`src/rtl/ntt_pkg.sv`:
```
// Shared constants and types for the Kyber NTT datapath (modulus, coefficient width).
package ntt_pkg;

  // Kyber prime and the coefficient width that holds any reduced value
  localparam int Q = 3329;
  localparam int W = 12;

  typedef logic [W-1:0] coeff_t;

  // True when a coefficient is already reduced, i.e. a legal operand
  function automatic logic coeff_in_range(input coeff_t c);
    return (c < coeff_t'(Q));
  endfunction

endpackage

```
`src/rtl/mod_addsub_comb.sv`:
```
// Combinational modular add/subtract with a single conditional correction.
// Out-of-range operands still go through the same correction and are flagged.
module mod_addsub_comb
  import ntt_pkg::*;
#(
  parameter int MQ = Q,
  parameter int MW = W
) (
  input  logic          sub,
  input  logic [MW-1:0] a,
  input  logic [MW-1:0] b,
  output logic [MW-1:0] result,
  output logic          range_err
);

  // Modulus at both the extended (carry/borrow) width and the result width
  localparam logic [MW:0]   Q_EXT = (MW+1)'(MQ);
  localparam logic [MW-1:0] Q_NAR = MW'(MQ);

  logic [MW:0]   sum_ext;
  logic [MW:0]   diff_ext;
  logic [MW:0]   sum_red;
  logic          sum_ge_q;
  logic          borrow;
  logic [MW-1:0] add_res;
  logic [MW-1:0] sub_res;

  // One extra bit keeps the carry of a+b and the borrow of a-b
  assign sum_ext  = {1'b0, a} + {1'b0, b};
  assign diff_ext = {1'b0, a} - {1'b0, b};

  // Operands fit in MW bits, so the top bit of the difference is exactly the borrow
  assign borrow   = diff_ext[MW];
  assign sum_ge_q = (sum_ext >= Q_EXT);
  assign sum_red  = sum_ext - Q_EXT;

  // Per-path correction and final mux; truncation to MW bits is intentional
  always_comb begin
    add_res = sum_ge_q ? sum_red[MW-1:0] : sum_ext[MW-1:0];
    sub_res = borrow ? (diff_ext[MW-1:0] + Q_NAR) : diff_ext[MW-1:0];
    result  = sub ? sub_res : add_res;
  end

  assign range_err = (a >= Q_NAR) || (b >= Q_NAR);

endmodule

```
`src/rtl/kyber_mod_adder.sv`:
```
// Registered modular adder/subtractor over Z_Q for the NTT butterfly.
// One-cycle latency, one operation per clock, no backpressure.
module kyber_mod_adder
  import ntt_pkg::*;
#(
  parameter int Q_P = Q,
  parameter int W_P = W
) (
  input  logic           clk,
  input  logic           rst,
  input  logic           in_valid,
  input  logic           sub,
  input  logic [W_P-1:0] a,
  input  logic [W_P-1:0] b,
  output logic           out_valid,
  output logic [W_P-1:0] result,
  output logic           range_err
);

  logic [W_P-1:0] comb_result;
  logic           comb_range_err;

  mod_addsub_comb #(
    .MQ (Q_P),
    .MW (W_P)
  ) u_comb (
    .sub       (sub),
    .a         (a),
    .b         (b),
    .result    (comb_result),
    .range_err (comb_range_err)
  );

  // Output register: valid follows in_valid; data only updates on accepted ops
  always_ff @(posedge clk or posedge rst) begin
    if (rst) begin
      out_valid <= 1'b0;
      result    <= '0;
      range_err <= 1'b0;
    end else begin
      out_valid <= in_valid;
      if (in_valid) begin
        result    <= comb_result;
        range_err <= comb_range_err;
      end
    end
  end

endmodule

```
`config.mk`:
```
export PLATFORM = sky130hd
export DESIGN_NAME = kyber_mod_adder
export DESIGN_NICKNAME = d
export VERILOG_FILES = /design/src/rtl/ntt_pkg.sv /design/src/rtl/mod_addsub_comb.sv /design/src/rtl/kyber_mod_adder.sv
export SDC_FILE = /design/constraint.sdc
export NUM_CORES = 1
export LEC_CHECK = 0
export ABC_AREA = 1
export BUFFER_PORTS_ARGS = -buffer_cell sky130_fd_sc_hd__buf_2
export CAP_MARGIN = 10
export CELL_PAD_IN_SITES_DETAIL_PLACEMENT = 1
export CELL_PAD_IN_SITES_GLOBAL_PLACEMENT = 2
export CORE_MARGIN = 5
export CORE_UTILIZATION = 33
export DETAILED_ROUTE_END_ITERATION = 16
export MAX_ROUTING_LAYER = met4
export PLACE_DENSITY = 0.87
export SETUP_SLACK_MARGIN = 0.2
export SLEW_MARGIN = 20
export SYNTH_ARGS = -nofsm -noshare
export SYNTH_HDL_FRONTEND = slang
export SYNTH_SLANG_ARGS = --single-unit
```
`constraint.sdc`:
```
create_clock -name clk -period 1.46 [get_ports clk]
set_input_delay 0.073 -clock clk [delete_from_list [all_inputs] [get_ports clk]]
set_output_delay 0.073 -clock clk [all_outputs]
set_load 0.005 [all_outputs]
```
Yosys cells after proc, flatten, opt, wreduce, memory -nomap -nowiden
Cells that the tools add are included.
Storage, ports and cells
  bits in registers: 14
  latch bits: 0
  RAM bits: 0
  bits in read-only memories: 0
  input port bits: 28
  output and inout bits: 14
  word-level logic and storage cells: 14
  memories kept: 0
Cells by class
  add/subtract/negate cells: 4
  $mul: 0
  div/mod/pow operators: 0
  order comparisons: 3
  eq/ne operators: 0
  shifts and indexed selects: 0
  mux-type cells: 3
  bitwise gates (word level): 0
  reduce and logical (&&, ||, !) cells: 1
Operators by type and width (number)
  2-to-1 mux 12 bit: 3
  >= comparator 12 bit, second input constant: 2
  adder 12 x 12 -> 13 bit: 1
  >= comparator 13 x 12 -> 1 bit, second input constant: 1
  subtractor 12 x 12 -> 13 bit: 1
  adder 12 bit, second input constant: 1
  subtractor 12 bit, second input constant: 1
  logical OR 1 bit: 1

Logic depth before layout (Yosys ltp)
Gate-level depths: netlist of the first run.
  word-level depth: 4
  depth in mapped cells: 23
  depth with buffers taken out: 22

Cells and area by module
A second synthesis of the first run with hierarchy kept.
Unflattened totals
  cells, all modules: 454
  area total of the unflattened synthesis: 2657.5 um2
Modules (own cells, without submodules)
  mod_addsub_comb: instances 1, cells each 397, area an instance 2134.5 um2, seq. area each 0.0 um2
  kyber_mod_adder: instances 1, cells each 57, area an instance 523.0 um2, seq. area each 350.3 um2

Least setup slack after synthesis of the first run
No wires, ideal clock.
  kind: input to register
  from: input port a[0]
  to: register result[8]
  setup time: 0.121 ns
  arrival time: 2.022 ns
  required time: 1.339 ns
  slack: -0.683 ns
  stages: 19
  path buffers: 1
  path through: ha_1 > fa_1 > inv_1 > nand2_1 > nand2_2 > nand2_1 > nor2_2 > nand3_1 > nor2_2 > nand3_2 > nand2_2 > inv_2 > nand2_4 > nand2_8 > buf_6 > nand2_1 > nand2_1 > nand3_1 > a21oi_1
On the way
  word-level cells in the longest chain between the ends: 4
  elaborated cells on any way between the ends: 8
  those cells by class: add/sub: 4; order compare: 1; mux: 3
RTL lines
  from (decl): line kyber_mod_adder.sv:13  | input logic [W_P-1:0] a,
  adder 12 x 12 -> 13 bit / subtractor 12 x 12 -> 13 bit (equally long branches): line mod_addsub_comb.sv:29, mod_addsub_comb.sv:30
  subtractor 12 bit, or another cell as far along: line mod_addsub_comb.sv:35  | assign sum_red = sum_ext - Q_EXT;
  2-to-1 mux 12 bit (on tied branches): line mod_addsub_comb.sv:39, mod_addsub_comb.sv:40
  2-to-1 mux 12 bit *: line mod_addsub_comb.sv:41  | result = sub ? sub_res : add_res;
  to (signal assigned): line kyber_mod_adder.sv:43  | result <= comb_result;
  to (decl): line kyber_mod_adder.sv:16  | output logic [W_P-1:0] result,
Every way passes the cells marked *; elsewhere a longest branch is shown, timed or not.
A chain may end at the register's enable or synchronous reset.

Worst setup path in the final report of the first run
  from: input port a[0]
  to: register result[7]
Same word-level chain as after synthesis.

==> results of run 1 <==
==> timing repair <==
action	in CTS	in global routing
resized for setup	86	102
setup endpoints to repair	13	13
endpoints found under the hold margin	14	0
cloned	2	0
buffers inserted	14	12
pin swaps	40	22
hold buffers	1	0
==> per-stage QoR <==
stage                     cell area [um2]  power [mW]
final                                4990        3.51
after global routing                 4990        3.77
after CTS                            4520        3.13
after detailed placement             3970        2.50
after global placement               3970        2.42
after floorplan                      2900        1.61
==> synth_stat cells, types with 7 or more instances <==
master                    count  area, um2
sky130_fd_sc_hd__nor3_1       7       35.0
sky130_fd_sc_hd__nand2_1    144        541
sky130_fd_sc_hd__inv_1       61        229
sky130_fd_sc_hd__nand4_1      9       56.3
sky130_fd_sc_hd__a21oi_1     23        115
sky130_fd_sc_hd__xor2_1       7       61.3
sky130_fd_sc_hd__dfrtp_1     14        350
sky130_fd_sc_hd__nand3_1     52        260
sky130_fd_sc_hd__ha_1        27        338
sky130_fd_sc_hd__nand2_2     16        100
sky130_fd_sc_hd__nor2_1      46        173
sky130_fd_sc_hd__inv_2       11       41.3
sky130_fd_sc_hd__nor2_2       7       43.8
sky130_fd_sc_hd__o21ai_0     15       75.1
==> where the power goes <==
group | leakage, nW | switching [mW] | internal [mW]
logic | 2.36 | 1.51 | 1.19
clock network | 0.0216 | 0.131 | 0.182
registers | 0.163 | 0.0362 | 0.461
==> cells by family (layout without fill, tap and decap cells) <==
group | Yosys count | count (layout)
AO/OA/AOI/OAI | 56 | 56
flip-flops | 14 | 14
buffers and inverters | 88 | 257
adder cells (fa/ha/maj) | 29 | 29
AND/OR/NAND/NOR | 299 | 301
XOR/XNOR | 7 | 7
==> critical path, cell delays in order <==
cell and delay, ps:
sky130_fd_sc_hd__buf_6 100, sky130_fd_sc_hd__inv_2 60, sky130_fd_sc_hd__ha_4 120, sky130_fd_sc_hd__inv_2 50, sky130_fd_sc_hd__fa_2 380, sky130_fd_sc_hd__nand2_2 80, sky130_fd_sc_hd__nand2_1 80, sky130_fd_sc_hd__nand3b_1 130
sky130_fd_sc_hd__nand2_1 80, sky130_fd_sc_hd__nand2_1 80, sky130_fd_sc_hd__nand2_2 130, sky130_fd_sc_hd__nor2_4 150, sky130_fd_sc_hd__nand2_1 110, sky130_fd_sc_hd__nor3_1 230, sky130_fd_sc_hd__o21ai_0 160, sky130_fd_sc_hd__a21oi_2 150
sky130_fd_sc_hd__nor2_1 60
==> metal layers <==
metal  GRT usage (%)  share of wire (%)  wire (um)
met3            1.41                2.3        298
met5               -                  0          0
met1            27.0                 40       5290
met4            7.57                2.7        356
met2            45.5                 55       7230
==> registers in the layout (all words and copies together), names as in the netlist <==
name	count
out_valid	1
range_err	1
result	12
==> worst max-delay path by stage <==
stage	from	to	slack, ps
final	a[0]	result[7]$_DFFE_PP0P_	-650
after CTS	b[0]	result[7]$_DFFE_PP0P_	-550
after global routing	a[0]	result[7]$_DFFE_PP0P_	-750
after floorplan	a[0]	result[8]$_DFFE_PP0P_	-590
after global placement	b[2]	result[7]$_DFFE_PP0P_	-990
after detailed placement	b[2]	result[11]$_DFFE_PP0P_	-1050
==> final cells by class <==
| class | count | area, um2 |
|---|---|---|
| clock buffer | 3 | 41.3 |
| multi-input combinational | 393 | 2880 |
| inverter | 74 | 290 |
| tap | 108 | 135 |
| timing repair buffer | 180 | 1290 |
| fill | 1156 | 3600 |
| sequential | 14 | 350 |
==> results list, run 1 <==
* Outcome: finished, violations left
- The checks that failed: negative setup slack.
* CTS H-tree depth: 1
- Clock tree synthesis found a total of 14 sinks.
* Relative slew margins: 61.5%
- Ports: 42
- STA puts the critical path data arrival time at 2240 ps.
- Multiplexer fraction of the synthesized cell area: 0%
- The min-delay analysis places its worst path in the category input pin to flop.
- For this block, the via count after detailed routing is 3922.
* Post-synthesis net count: 550
* CP Class: input pin to flop
- The initialized floorplan defines 34 standard-cell rows.
- Min-Delay Path Depth: 2
- Syn-to-layout area delta: 73.2%
- Fraction of registers with async set/reset: 100%
- After layout, the minimum clock period comes to 2110 ps.
* Post-detailed-route wirelength per cell: 17.1 um
- Endpoint type of the worst setup path: flop
- Leaving out fill and tap cells, the most frequent cell in the layout is sky130_fd_sc_hd__buf_4.
- Violation count after the first detailed-route iteration: 103
* Maximum vdd ir drop: 0.289 mV
- Ys Warns: 0
* Global-route wire length before repair: 19800 um
- The worst register-to-register path ends at result[3]$_DFFE_PP0P_.
- Prior to clock tree synthesis, the placed netlist has a worst setup slack of -1050 ps.
* Critical R2R Launch: result[3]$_DFFE_PP0P_
* Xor and xnor fraction of the mapped netlist area: 2.13%
* Min-Delay Endpoint: out_valid$_DFF_PP0_
- Post-synth EDFFs: 0
- Measured slew at the worst slew-check pin: 577 ps
* Share of layout cells above drive strength 1: 53.8%
- Worst clock skew: 0 ps
* Clock latency on the worst-skew pair: 240 ps
- Synthesis produced 493 cells.
- Number of remaining DRC errors: 0
* Cell at the root of the clock tree: sky130_fd_sc_hd__clkbuf_8
* Global-route usage over all layers: 24.2%
- The startpoint identified for the worst hold timing path is in_valid.
- Required time at the worst-slack endpoint: 1590 ps
- Buffers placed on the I/O ports in this run total 41.
- In this run the power density over the cells is 703 nW/um2.
* Min setup slack post-route: -647 ps
- The first detailed-routing pass ran for 4 iterations.
* Simple-gate share of the synthesized area: 48.1%
- After synthesis the cells add up to 2880 um2.
- Vias in the first global route: 4221
- Global route total overflow: 0
* Dominant combinational cell family by area after synthesis: simple AND/OR/NAND/NOR gates
* Sequential element share of the synthesized area: 12.2%
- Summing the areas of all fa, ha and maj instances in the mapped netlist gives 13.1% of the synthesized area.
* Largest fanout on the critical path: 3
* Most used cells in the layout excluding fill and tap cells: 135 x sky130_fd_sc_hd__buf_4, 98 x sky130_fd_sc_hd__nand2_1, 52 x sky130_fd_sc_hd__inv_1
- DIE WIDTH: 103 um
* TritonCTS clock tree: built
- Max cap viols: 0
- The die is 103 um tall.
- Peak Freq: 475 MHz
- Total wire length after detailed routing: 13200 um
- Total clock buffers created by CTS: 3
* Number of nets at the end of the flow: 723
- Fin Setup TNS: -6890 ps
* Die ar.: 10700 um2
- Summing the areas of all compound-gate instances in the mapped netlist gives 11.1% of the synthesized area.
- R2R cell count: 2
- Synthesis inferred 14 register bits.
* Yosys cell types: 36
- Antenna-violating nets left: 0
- The core region is 8590 um2.
- The analysis attributes to cell leakage a power of 2.55 nW.
- The number of antenna diodes in the final layout is 0.
- Clock-pin slew on the worst setup and hold paths: 60 ps
* Placed Instances: 740
- After the flow finishes, the layout carries non-filler instances totaling 772.
* Post-Route Hold Slack: 199 ps
- The clock passes through at most 2 buffers.
- Largest net degree at the start of global routing: 19
- Setup repair after global routing could not meet its margin everywhere.
- Initial Utilization: 33.5%
- Final worst-path cycle share: 144%
- The initial antenna violation count was 0.
- After detailed routing, the number of vias per cell comes to 5.08.
- In this run the register-to-register setup slack is 780 ps.
- The number of max-slew violations in the final report was 0.
- Crit start category: input pin
* Util after Layout: 58.1%
- Weighted congestion at the end of routability-driven global placement: 0.882
- The HPWL after detailed placement is 9500 um.
* Final hold viol count: 0
* Flip-flop cell with the highest count after synthesis: sky130_fd_sc_hd__dfrtp_1
* Synthesized area divided by synthesized cell count: 5.84 um2
- Setup Viol. Count Final: 12
(Power assumes the default switching activity.)
==> run 2, diff against run 1 <==
--- a/config.mk
+++ b/config.mk
@@ -6,13 +6,13 @@
 export NUM_CORES = 1
 export LEC_CHECK = 0
 export ABC_AREA = 1
-export BUFFER_PORTS_ARGS = -buffer_cell sky130_fd_sc_hd__buf_2
 export CAP_MARGIN = 10
 export CELL_PAD_IN_SITES_DETAIL_PLACEMENT = 1
 export CELL_PAD_IN_SITES_GLOBAL_PLACEMENT = 2
 export CORE_MARGIN = 5
-export CORE_UTILIZATION = 33
+export CORE_UTILIZATION = 37
 export DETAILED_ROUTE_END_ITERATION = 16
+export DONT_BUFFER_PORTS = 1
 export MAX_ROUTING_LAYER = met4
 export PLACE_DENSITY = 0.87
 export SETUP_SLACK_MARGIN = 0.2
==> run 2 against run 1 <==
The run still ends with negative setup slack left. Sequential share of layout area increased by 0.67 points. Clock power increased by 25%. Clock-buffer cell count increased by 1. Critical path depth increased by 1. First-iteration DRC count increased by 100%. Die area decreased by 9.8%. Largest cell class unchanged. Worst hold slack got worse by 190 ps. Sequential power increased by 6.6%. Maximum frequency decreased by 2.6%.
==> results list, run 2 (same netlist as run 1, synthesis figures left out) <==
- The fraction of the core area covered by cells at the end of the flow came to 59.6% (+1.5 points).
- The path class of the tightest hold or removal check is input pin to flop.
* Fin Setup TNS: -7040 ps (-148 ps)
- DPL Wire Length: 9380 um (-1.3%)
* Number of remaining DRC errors: 0 (unchanged)
- The biggest cell delay along the critical path is 390 ps (about the same).
- Final hold viol count: 0 (unchanged)
* Worst min-delay path startpoint: in_valid
- Largest register by flop count: result
- Number of inserted filler cells in the final layout: 1036 (-10%)
- The maximum fanout along the worst path was 3 (unchanged).
* Met2 WL post-DR: 7440 um (+2.9%)
- The largest net degree at the start of global routing is 20 (+1).
- R2R cell count: 3 (+1)
- The initial antenna violation count was 0 (unchanged).
* Ports: 42 (unchanged)
- The count of buffers inserted at the top-level ports was 0 (-100%).
* Most common cell type on the critical path: sky130_fd_sc_hd__nand2_1
* Min-Delay Path Depth: 2 (unchanged)
- Slowest stage cell on the critical path: sky130_fd_sc_hd__fa_2
- Ordered list of cells on the worst path: ha_4, fa_2, inv_2, nand2_4, nand2_4, nand2_2, nor2_2, nand3_1, nor2_2, nand3_2, nand2_2, buf_4, buf_4, nand4_1, nand3_1, nand2_1, nand2_1, nand2_1
- The largest registers in the layout are result x12, out_valid x1, range_err x1.
- Required time at the worst-slack endpoint: 1590 ps (about the same)
* Violations in the final reports: negative setup slack
* Via count of the routed design: 3973 (+1.3%)
- The via-per-instance ratio was 5.53 (+8.8%).
* Arrival time reported for the critical path endpoint: 2300 ps (+60 ps)
- The H-tree level count was 1 (unchanged).
- The number of detailed-routing iterations run before antenna repair came to 4 (unchanged).
* Max cap viols: 0 (unchanged)
- The total global-route track usage came to 28.0% (+3.9 points).
- The global-route wire length before repair was 21300 um (+7.3%).
* Number of flip-flops in the largest register: 12 (unchanged)
- Critical R2R Launch: result[8]$_DFFE_PP0P_
- The initial DRC count was 206 (+100%).
- Measured slew at the worst slew-check pin: 562 ps (-15.4 ps)
* CP Class: input pin to flop
- The clock-pin slew on the worst setup and hold paths is 70 ps (about the same).
* Most used cells in the layout excluding fill and tap cells: 120 x sky130_fd_sc_hd__buf_4, 110 x sky130_fd_sc_hd__nand2_1, 57 x sky130_fd_sc_hd__inv_1
- The post-route clock period utilization was 148% (+3.9 points).
- Die ar.: 9650 um2 (-9.8%)
* Cell at the root of the clock tree: sky130_fd_sc_hd__clkbuf_8
- From synthesis to final layout, the design area changed by 58.2%.
- Number of cells in the finished layout apart from fillers: 719 (-6.9%)
- Die Height: 98.2 um (-5.0%)
* Peak Freq: 462 MHz (-2.6%)
* Routed metal-1 wire length: 5550 um (+4.9%)
* Total wire length after detailed routing: 14400 um (+9.1%)
- The final layout net count came to 675 (-6.6%).
- Minimum setup slack after placement: -860 ps (+194 ps)
- Crit start category: input pin
- Clock latency on the worst-skew pair: 250 ps (about the same)
- Share of layout cells above drive strength 1: 45.4% (-8.4 points)
- Total clock buffers created by CTS: 3 (unchanged)
- The number of antenna-violating nets in the routed design came to 0 (unchanged).
* Max-slew violation total from the final report: 0 (unchanged)
- The met3 wire length is 753 um (+150%).
* Time the worst path needs with I/O delays and setup: 2160 ps (+56.7 ps)
- Vias in the first global route: 4277 (+1.3%)
- The library cell used most frequently in the layout, excluding fill and tap cells, is sky130_fd_sc_hd__buf_4.
* Deepest clock path buffer count: 2 (unchanged)
- Number of sinks on the clock net: 14 (unchanged)
- The total grt overflow was 0 (unchanged).
- The standard cell core area was 7650 um2 (-11%).
* Unrepaired setup endpoints after global routing: yes
- Leak pwr: 2.31 nW (-9.5%)
- Min-Delay Endpoint: result[2]$_DFFE_PP0P_
- STA classifies the critical path endpoint as a flop.
- Num rows: 32 (-5.9%)
* DIE WIDTH: 98.2 um (-5.0%)
* TritonCTS clock tree: built
* FF-to-FF setup slack: 210 ps (-570 ps)
* Relative slew margins: 62.5% (+1.0 points)
- Total chip power: 3.57 mW (+1.6%)
- Min setup slack post-route: -704 ps (-56.7 ps)
* Outcome: finished, violations left
- Setup Viol. Count Final: 12 (unchanged)
- The endpoint identified for the worst register-to-register timing path is result[8]$_DFFE_PP0P_.
* Maximum vdd ir drop: 0.368 mV (+27%)
- Final antenna diode count: 0 (unchanged)
* Placed Instances: 680 (-8.1%)
- Uppermost layer routed: met4
- Power density relative to cell area: 783 nW/um2 (+11%)
- Post-detailed-route wirelength per cell: 20.0 um (+17%)
* Initial Utilization: 37.7% (+4.1 points)
- Worst clock skew: 0 ps (unchanged)
- Weighted congestion at the end of routability-driven global placement: 0.903 (+2.3%)
[run 2: repair_timing]
action | CTS | global route
gates cloned | 3 | 0
hold endpoints to repair | 25 | 5
resized for setup | 78 | 60
hold buffers | 6 | 1
endpoints found under the setup margin | 12 | 12
buffers inserted | 15 | 10
pin swaps | 53 | 47
[run 2: area by class of cell]
cell class | count | area [um2] | area share [%]
timing repair buffer | 131 | 1020 | 22.3
clock buffer | 4 | 55.1 | 1.21
sequential | 14 | 350 | 7.69
multi-input combinational | 394 | 2720 | 59.7
inverter | 74 | 285 | 6.26
tap | 102 | 128 | 2.80
[run 2: stage by stage]
stage	hold slack, ps	area (um2)
after floorplan	-37.8	2900
after global routing	8.84	4560
after global placement	17.7	3660
after CTS	-154	4240
final	5.88	4560
after detailed placement	37.4	3660
[run 2: power breakdown]
part           internal (mW)  total [mW]  switching (mW)
sequential             0.461       0.530          0.0684
clock                  0.239       0.390           0.151
combinational           1.12        2.65            1.52
total                   1.82        3.57            1.74
[run 2: layer usage]
metal / global-route usage [%] / up-vias
met1: 30.9 / 1926
met2: 50.9 / 171
met4: 9.56 / 0
li1: - / 1827
met5: - / -
met3: 4.50 / 49
[run 2: worst max-delay path: cells and delay by family]
family	cells	cell delay [ps]
adders and majority gates	2	540
and+or+nand+nor	13	1370
buffers and inverters	3	310
[run 2: worst max path at each step]
stage          cells past startpoint  start  slack [ps]                     end
2_1_floorplan                     19   a[0]        -590   result[8]$_DFFE_PP0P_
3_3_place_gp                      21   b[2]        -810  result[11]$_DFFE_PP0P_
3_5_place_dp                      20   a[0]        -860  result[11]$_DFFE_PP0P_
4_1_cts                           20   a[0]        -430  result[11]$_DFFE_PP0P_
5_1_grt                           18   b[0]        -810   result[9]$_DFFE_PP0P_
6_report                          18   b[0]        -700   result[9]$_DFFE_PP0P_
